<file path="config.mk">
export PLATFORM = sky130hd
export DESIGN_NAME = cv32e40s_div_seq
export DESIGN_NICKNAME = d
export VERILOG_FILES = /design/src/rtl/cv32e40s_pkg.sv /design/src/rtl/cv32e40s_div_seq.sv
export SDC_FILE = /design/constraint.sdc
export NUM_CORES = 1
export LEC_CHECK = 0
export CORE_ASPECT_RATIO = 0.8
export CORE_MARGIN = 3
export CORE_UTILIZATION = 25
export DETAILED_ROUTE_END_ITERATION = 8
export HOLD_SLACK_MARGIN = 0.03
export PLACE_DENSITY = 0.44
export SETUP_SLACK_MARGIN = 0.5
export SYNTH_ARGS = -nofsm -noshare
export SYNTH_HDL_FRONTEND = slang
export SYNTH_SLANG_ARGS = --single-unit
export TNS_END_PERCENT = 10
</file>
<file path="constraint.sdc">
create_clock -name clk -period 9.2 [get_ports clk]
set_clock_uncertainty 0.1 [all_clocks]
set_input_delay 1.84 -clock clk [delete_from_list [all_inputs] [get_ports clk]]
set_output_delay 1.84 -clock clk [all_outputs]
set_load 0.005 [all_outputs]
</file>
<file path="src/rtl/cv32e40s_pkg.sv">
// Shared types for the RV32M divide sequencer: opcodes, FSM states and the
// latched per-operation control word.
package cv32e40s_pkg;

  localparam int unsigned DIV_W = 32;
  localparam int unsigned CNT_W = 6;

  typedef enum logic [1:0] {
    DIV_DIV  = 2'b00,
    DIV_DIVU = 2'b01,
    DIV_REM  = 2'b10,
    DIV_REMU = 2'b11
  } div_opcode_e;

  typedef enum logic [1:0] {
    IDLE   = 2'b00,
    INIT   = 2'b01,
    DIVIDE = 2'b10,
    FINISH = 2'b11
  } div_state_e;

  typedef struct packed {
    div_opcode_e opcode;
    logic        sign_a;
    logic        sign_b;
  } div_ctrl_t;

endpackage

</file>
<file path="src/rtl/cv32e40s_div_seq.sv">
// Multi-cycle RV32M DIV/DIVU/REM/REMU sequencer: normalises the divisor using the
// ALU's CLZ unit and shifter, then runs a restoring shift-subtract loop.
module cv32e40s_div_seq
  import cv32e40s_pkg::*;
(
  input  logic                clk,
  input  logic                rst,
  input  logic                valid_i,
  output logic                ready_o,
  input  div_opcode_e         operator_i,
  input  logic [DIV_W-1:0]    op_a_i,
  input  logic [DIV_W-1:0]    op_b_i,
  input  logic                kill_i,
  output logic                valid_o,
  input  logic                ready_i,
  output logic [DIV_W-1:0]    result_o,
  output logic [DIV_W-1:0]    alu_op_b_o,
  output logic                div_clz_en_o,
  output logic [DIV_W-1:0]    div_clz_data_rev_o,
  input  logic [CNT_W-1:0]    div_clz_result_i,
  output logic                div_shift_en_o,
  output logic [CNT_W-1:0]    div_shift_amt_o,
  input  logic [DIV_W-1:0]    div_op_b_shifted_i
);

  function automatic logic [DIV_W-1:0] negate(input logic [DIV_W-1:0] v);
    return DIV_W'(~v + DIV_W'(1));
  endfunction

  function automatic logic [DIV_W-1:0] abs_val(input logic [DIV_W-1:0] v, input logic neg);
    return neg ? negate(v) : v;
  endfunction

  function automatic logic [DIV_W-1:0] bit_rev(input logic [DIV_W-1:0] v);
    logic [DIV_W-1:0] r;
    for (int i = 0; i < int'(DIV_W); i++) r[i] = v[DIV_W-1-i];
    return r;
  endfunction

  function automatic logic is_signed_op(input div_opcode_e op);
    return (op == DIV_DIV) || (op == DIV_REM);
  endfunction

  function automatic logic is_div_op(input div_opcode_e op);
    return (op == DIV_DIV) || (op == DIV_DIVU);
  endfunction

  // Sign correction applied once, as the result is registered for FINISH
  function automatic logic [DIV_W-1:0] fixup(input div_ctrl_t c, input logic [DIV_W-1:0] q,
                                             input logic [DIV_W-1:0] r);
    logic [DIV_W-1:0] res;
    unique case (c.opcode)
      DIV_DIV:  res = (c.sign_a ^ c.sign_b) ? negate(q) : q;
      DIV_DIVU: res = q;
      DIV_REM:  res = c.sign_a ? negate(r) : r;
      default:  res = r;
    endcase
    return res;
  endfunction

  div_state_e         state_q, state_n;
  div_ctrl_t          ctrl_q, ctrl_n;
  logic [DIV_W-1:0]   a_abs_q, a_abs_n;
  logic [DIV_W-1:0]   b_abs_q, b_abs_n;
  logic [DIV_W-1:0]   rem_q, rem_n;
  logic [DIV_W-1:0]   quot_q, quot_n;
  logic [DIV_W-1:0]   divisor_q, divisor_n;
  logic [CNT_W-1:0]   cnt_q, cnt_n;
  logic [DIV_W-1:0]   result_n;
  logic               ready_n, valid_n, claim_n;
  logic               shift_en_q;

  logic [DIV_W:0]     diff;
  logic               q_bit;
  logic [DIV_W-1:0]   rem_iter;
  logic [DIV_W-1:0]   quot_iter;
  logic               sign_a_in, sign_b_in;

  // One restoring step: a borrow out of the 33-bit subtract means rem < divisor
  assign diff      = {1'b0, rem_q} - {1'b0, divisor_q};
  assign q_bit     = ~diff[DIV_W];
  assign rem_iter  = q_bit ? diff[DIV_W-1:0] : rem_q;
  assign quot_iter = {quot_q[DIV_W-2:0], q_bit};

  assign sign_a_in = is_signed_op(operator_i) & op_a_i[DIV_W-1];
  assign sign_b_in = is_signed_op(operator_i) & op_b_i[DIV_W-1];

  always_comb begin
    state_n   = state_q;
    ctrl_n    = ctrl_q;
    a_abs_n   = a_abs_q;
    b_abs_n   = b_abs_q;
    rem_n     = rem_q;
    quot_n    = quot_q;
    divisor_n = divisor_q;
    cnt_n     = cnt_q;
    result_n  = result_o;

    unique case (state_q)
      IDLE: begin
        if (valid_i && !kill_i) begin
          ctrl_n  = '{opcode: operator_i, sign_a: sign_a_in, sign_b: sign_b_in};
          a_abs_n = abs_val(op_a_i, sign_a_in);
          b_abs_n = abs_val(op_b_i, sign_b_in);
          if (op_b_i == '0) begin
            state_n  = FINISH;
            result_n = is_div_op(operator_i) ? '1 : op_a_i;
          end else begin
            state_n = INIT;
          end
        end
      end
      INIT: begin
        cnt_n     = div_clz_result_i;
        divisor_n = div_op_b_shifted_i;
        rem_n     = a_abs_q;
        quot_n    = '0;
        state_n   = DIVIDE;
      end
      DIVIDE: begin
        rem_n     = rem_iter;
        quot_n    = quot_iter;
        divisor_n = divisor_q >> 1;
        if (cnt_q == '0) begin
          state_n  = FINISH;
          result_n = fixup(ctrl_q, quot_iter, rem_iter);
        end else begin
          cnt_n = cnt_q - CNT_W'(1);
        end
      end
      FINISH: begin
        if (ready_i) state_n = IDLE;
      end
      default: state_n = IDLE;
    endcase

    if (kill_i) begin
      state_n  = IDLE;
      result_n = '0;
    end

    ready_n = (state_n == IDLE);
    valid_n = (state_n == FINISH);
    claim_n = (state_n == INIT);
  end

  always_ff @(posedge clk or posedge rst) begin
    if (rst) begin
      state_q      <= IDLE;
      ctrl_q       <= '0;
      a_abs_q      <= '0;
      b_abs_q      <= '0;
      rem_q        <= '0;
      quot_q       <= '0;
      divisor_q    <= '0;
      cnt_q        <= '0;
      result_o     <= '0;
      ready_o      <= 1'b1;
      valid_o      <= 1'b0;
      div_clz_en_o <= 1'b0;
      shift_en_q   <= 1'b0;
    end else begin
      state_q      <= state_n;
      ctrl_q       <= ctrl_n;
      a_abs_q      <= a_abs_n;
      b_abs_q      <= b_abs_n;
      rem_q        <= rem_n;
      quot_q       <= quot_n;
      divisor_q    <= divisor_n;
      cnt_q        <= cnt_n;
      result_o     <= result_n;
      ready_o      <= ready_n;
      valid_o      <= valid_n;
      div_clz_en_o <= claim_n;
      shift_en_q   <= claim_n;
    end
  end

  // ALU CLZ/shifter sees divisor data only while the sequencer owns it
  assign div_shift_en_o     = shift_en_q;
  assign alu_op_b_o         = b_abs_q;
  assign div_clz_data_rev_o = (state_q == INIT) ? bit_rev(b_abs_q) : '0;
  assign div_shift_amt_o    = (state_q == INIT) ? div_clz_result_i : '0;

endmodule
</file>
==> results.ini <==
[timing]
final-setup-viol-count=0
fin_crit_sh_pct=62.7
finalHoldViolations=0
slew_headroom_pct=19.5
fin_crit_ns=5.77
grt_setup_unrepaired=no
slew_violations=0
tns_ns=0
setup_ws_ns=3.43
hold_ws_ns=0.379
clock.fmax_mhz=173
tightest_slew_ns=1.21

[min_path]
hp-class=reg -> reg

[clock_network]
cts_setup_buffers=0
h-tree-depth=1
clock_latency_ns=0.56
cts_buffer_depth=3
cts.sinks=206
cts-root-buf=clkbuf_16
cts_tree=done
cts_resized=0
path_clk_slew_ns=0.06
postCtsHoldBufs=0
cts_buffers=26

[placement]
routabilityCongestion=0.887
place_hpwl_um=41500
pre_cts_ws_ns=2.93
io_buffers=214

[synth]
synth_mux_area_share_pct=4.69
synth_cells=1884
ys_seq_area_share_pct=34.8
yosysTopAreaCell=dfrtp_1
synth_top_cells_by_count=213 x nor2_1, 205 x dfrtp_1, 193 x a21oi_1, 190 x o21ai_0, 186 x nand2_1
synth-edff-count=0
synth_top_family_by_area=compound AO/OA/AOI/OAI gates
synth-adder-area-share_pct=3.59
ys_types=80
synth_xor_area_share_pct=7.91
syn_avg_cell_area_um2=7.87
ys_warn_count=0
synth_compound_area_share_pct=23.0
synthFlopType=dfrtp_1
yosysTopAreaCellShare_pct=34.6
ys_seq_elements=206
syn-cell-area_um2=14800
synthSimpleGateAreaFrac_pct=20.6
synth_nets=2035
synthTopCellsByArea=dfrtp_1 35%, a21oi_1 6.5%, o21ai_0 6.4%
synthArstFlopShare_pct=100
synthMostInstantiatedCell=nor2_1

[global_route]
grt.total_usage_pct=17.1
grt_pass1_wl_um=84400
grt_start_max_net_pins=77
antenna_found_initial=5
grt_pass1_vias=13758
overflow=0

[die]
io_pins=215
initial_core_util_pct=25.4
coreArea_um2=58400
dieArea_um2=62300
fp.dieH_um=224
num_rows=79
die_w_um=278

[cells_and_area]
synthToLayoutAreaGrowth_pct=25.3
layout-drive-gt1-share_pct=4.89
final_util_pct=31.8
seq_area_um2=5160
nNetsFinal=2178
n_antenna_cell=0
n_fill_cell=6208
multi_input_comb_area_um2=8900

[setup_path]
start_kind=primary input
cp_max_fo=27
cpPeakStageDelay_ns=0.75
crit_type=in -> reg
cpLargestDelayFamily=simple AND/OR/NAND/NOR gates
path_cells=clkdlybuf4s50_1, or4_1, nor4_1, nand3b_1, nor2_1, and3_1, and4b_1, nand2_1, a21o_1, buf_4, nor2_1, o221ai_1, a21oi_1, a22o_1
cpMostUsedCell=nor2_1
endpoint_kind=flop
crit_required_ns=9.58
worst_ep_arrival_time_ns=6.15
critPathBufInv=2
slowest_stage=nor2_1

[power]
irDropWorstVdd_v=0.000228
leakage_nw=7.35
p_total_mw=6.25
p_per_area_nw_per_um2=336

[route]
avgRoutedWirePerCell_um=19.5
drt_iter0_drc=1186
ant_nets=0
drt_wl_total_um=55000
vias_per_cell=5.08
drc=0
vias=14294
drtPass1Iterations=6

[job]
max_cap_violations=0

[run_status]
outcome=completed

-- cells by family (layout without fill, tap and decap cells) --
kind of cell	Yosys count	count (layout)
fa+ha+maj	42	42
flops	206	206
simple gates	654	654
compound gates	572	572
xor+xnor	134	134
buf+inv	209	372
mux	67	67
-- worst min-delay path, delay by kind of cell (launching register included) --
kind | cells | cell delay [ns]
flops | 1 | 0.34
compound gates | 1 | 0.06
simple gates | 1 | 0.05
-- cell type report --
cell class | count | area share (%)
clock buffers | 40 | 4.22
inverters | 92 | 1.90
well taps | 769 | 5.18
flip-flops and latches | 206 | 27.8
multi-input cells | 1469 | 47.9
repair buffers | 232 | 12.3
clock inverters | 8 | 0.754
-- flip-flops by register name, indices dropped and copies added, names as in the netlist, 4 cells and up --
| name | cells |
|---|---|
| rem_q | 32 |
| ctrl_q | 4 |
| result_o | 32 |
| a_abs_q | 32 |
| divisor_q | 32 |
| cnt_q | 6 |
| alu_op_b_o | 32 |
| quot_q | 31 |
-- placed cells by master (no fill, tap or decap), types with 21 or more instances in the layout --
cell             count
a21oi_1            193
xor2_1              50
and2_1              50
clkbuf_16           27
nand2_1            186
inv_1               88
nand3_1             54
nor3_1              38
nor2_1             213
xnor2_1             84
nor4_1              21
ha_1                39
clkdlybuf4s50_1    214
dfrtp_1            205
mux2i_1             47
o21ai_0            190
-- report_power, final --
part           switching, mW  leakage (nW)  internal [mW]
clock network          0.434         0.456          0.696
logic                   2.27          4.31           1.39
registers              0.286          2.58           1.17
-- routing by layer --
metal  vias to the layer above  global-route usage, %  routed length [um]
met5                         -                      0                  49
met4                         8                   3.83                1230
met3                        78                   3.78                3320
met2                       370                   26.3               23900
met1                      6916                   24.5               26500
li1                       6922                      -                   -
-- worst paths after layout --
| kind | endpoint | start | slack [ns] | cells past startpoint |
|---|---|---|---|---|
| hold / removal | a_abs_q[25] | a_abs_q[25] | 0.38 | 2 |
| min in group asynchronous | quot_q[4] | rst | 1.66 | 2 |
| setup / recovery | result_o[31] | op_b_i[7] | 3.43 | 14 |
| hold reg to reg | a_abs_q[25] | a_abs_q[25] | 0.38 | 2 |
| max in group asynchronous | alu_op_b_o[13] | rst | 5.84 | 3 |
| setup reg to reg | result_o[27] | rem_q[0] | 3.91 | 16 |
-- stage by stage --
stage / std cells / instance area, um^2
6_report: 2816 / 18600
5_1_grt: 2816 / 18600
4_1_cts: 2816 / 18600
3_5_place_dp: 2768 / 17700
3_3_place_gp: 2768 / 17700
2_1_floorplan: 1884 / 14800
Note: power is estimated with default switching activity, not from simulation.
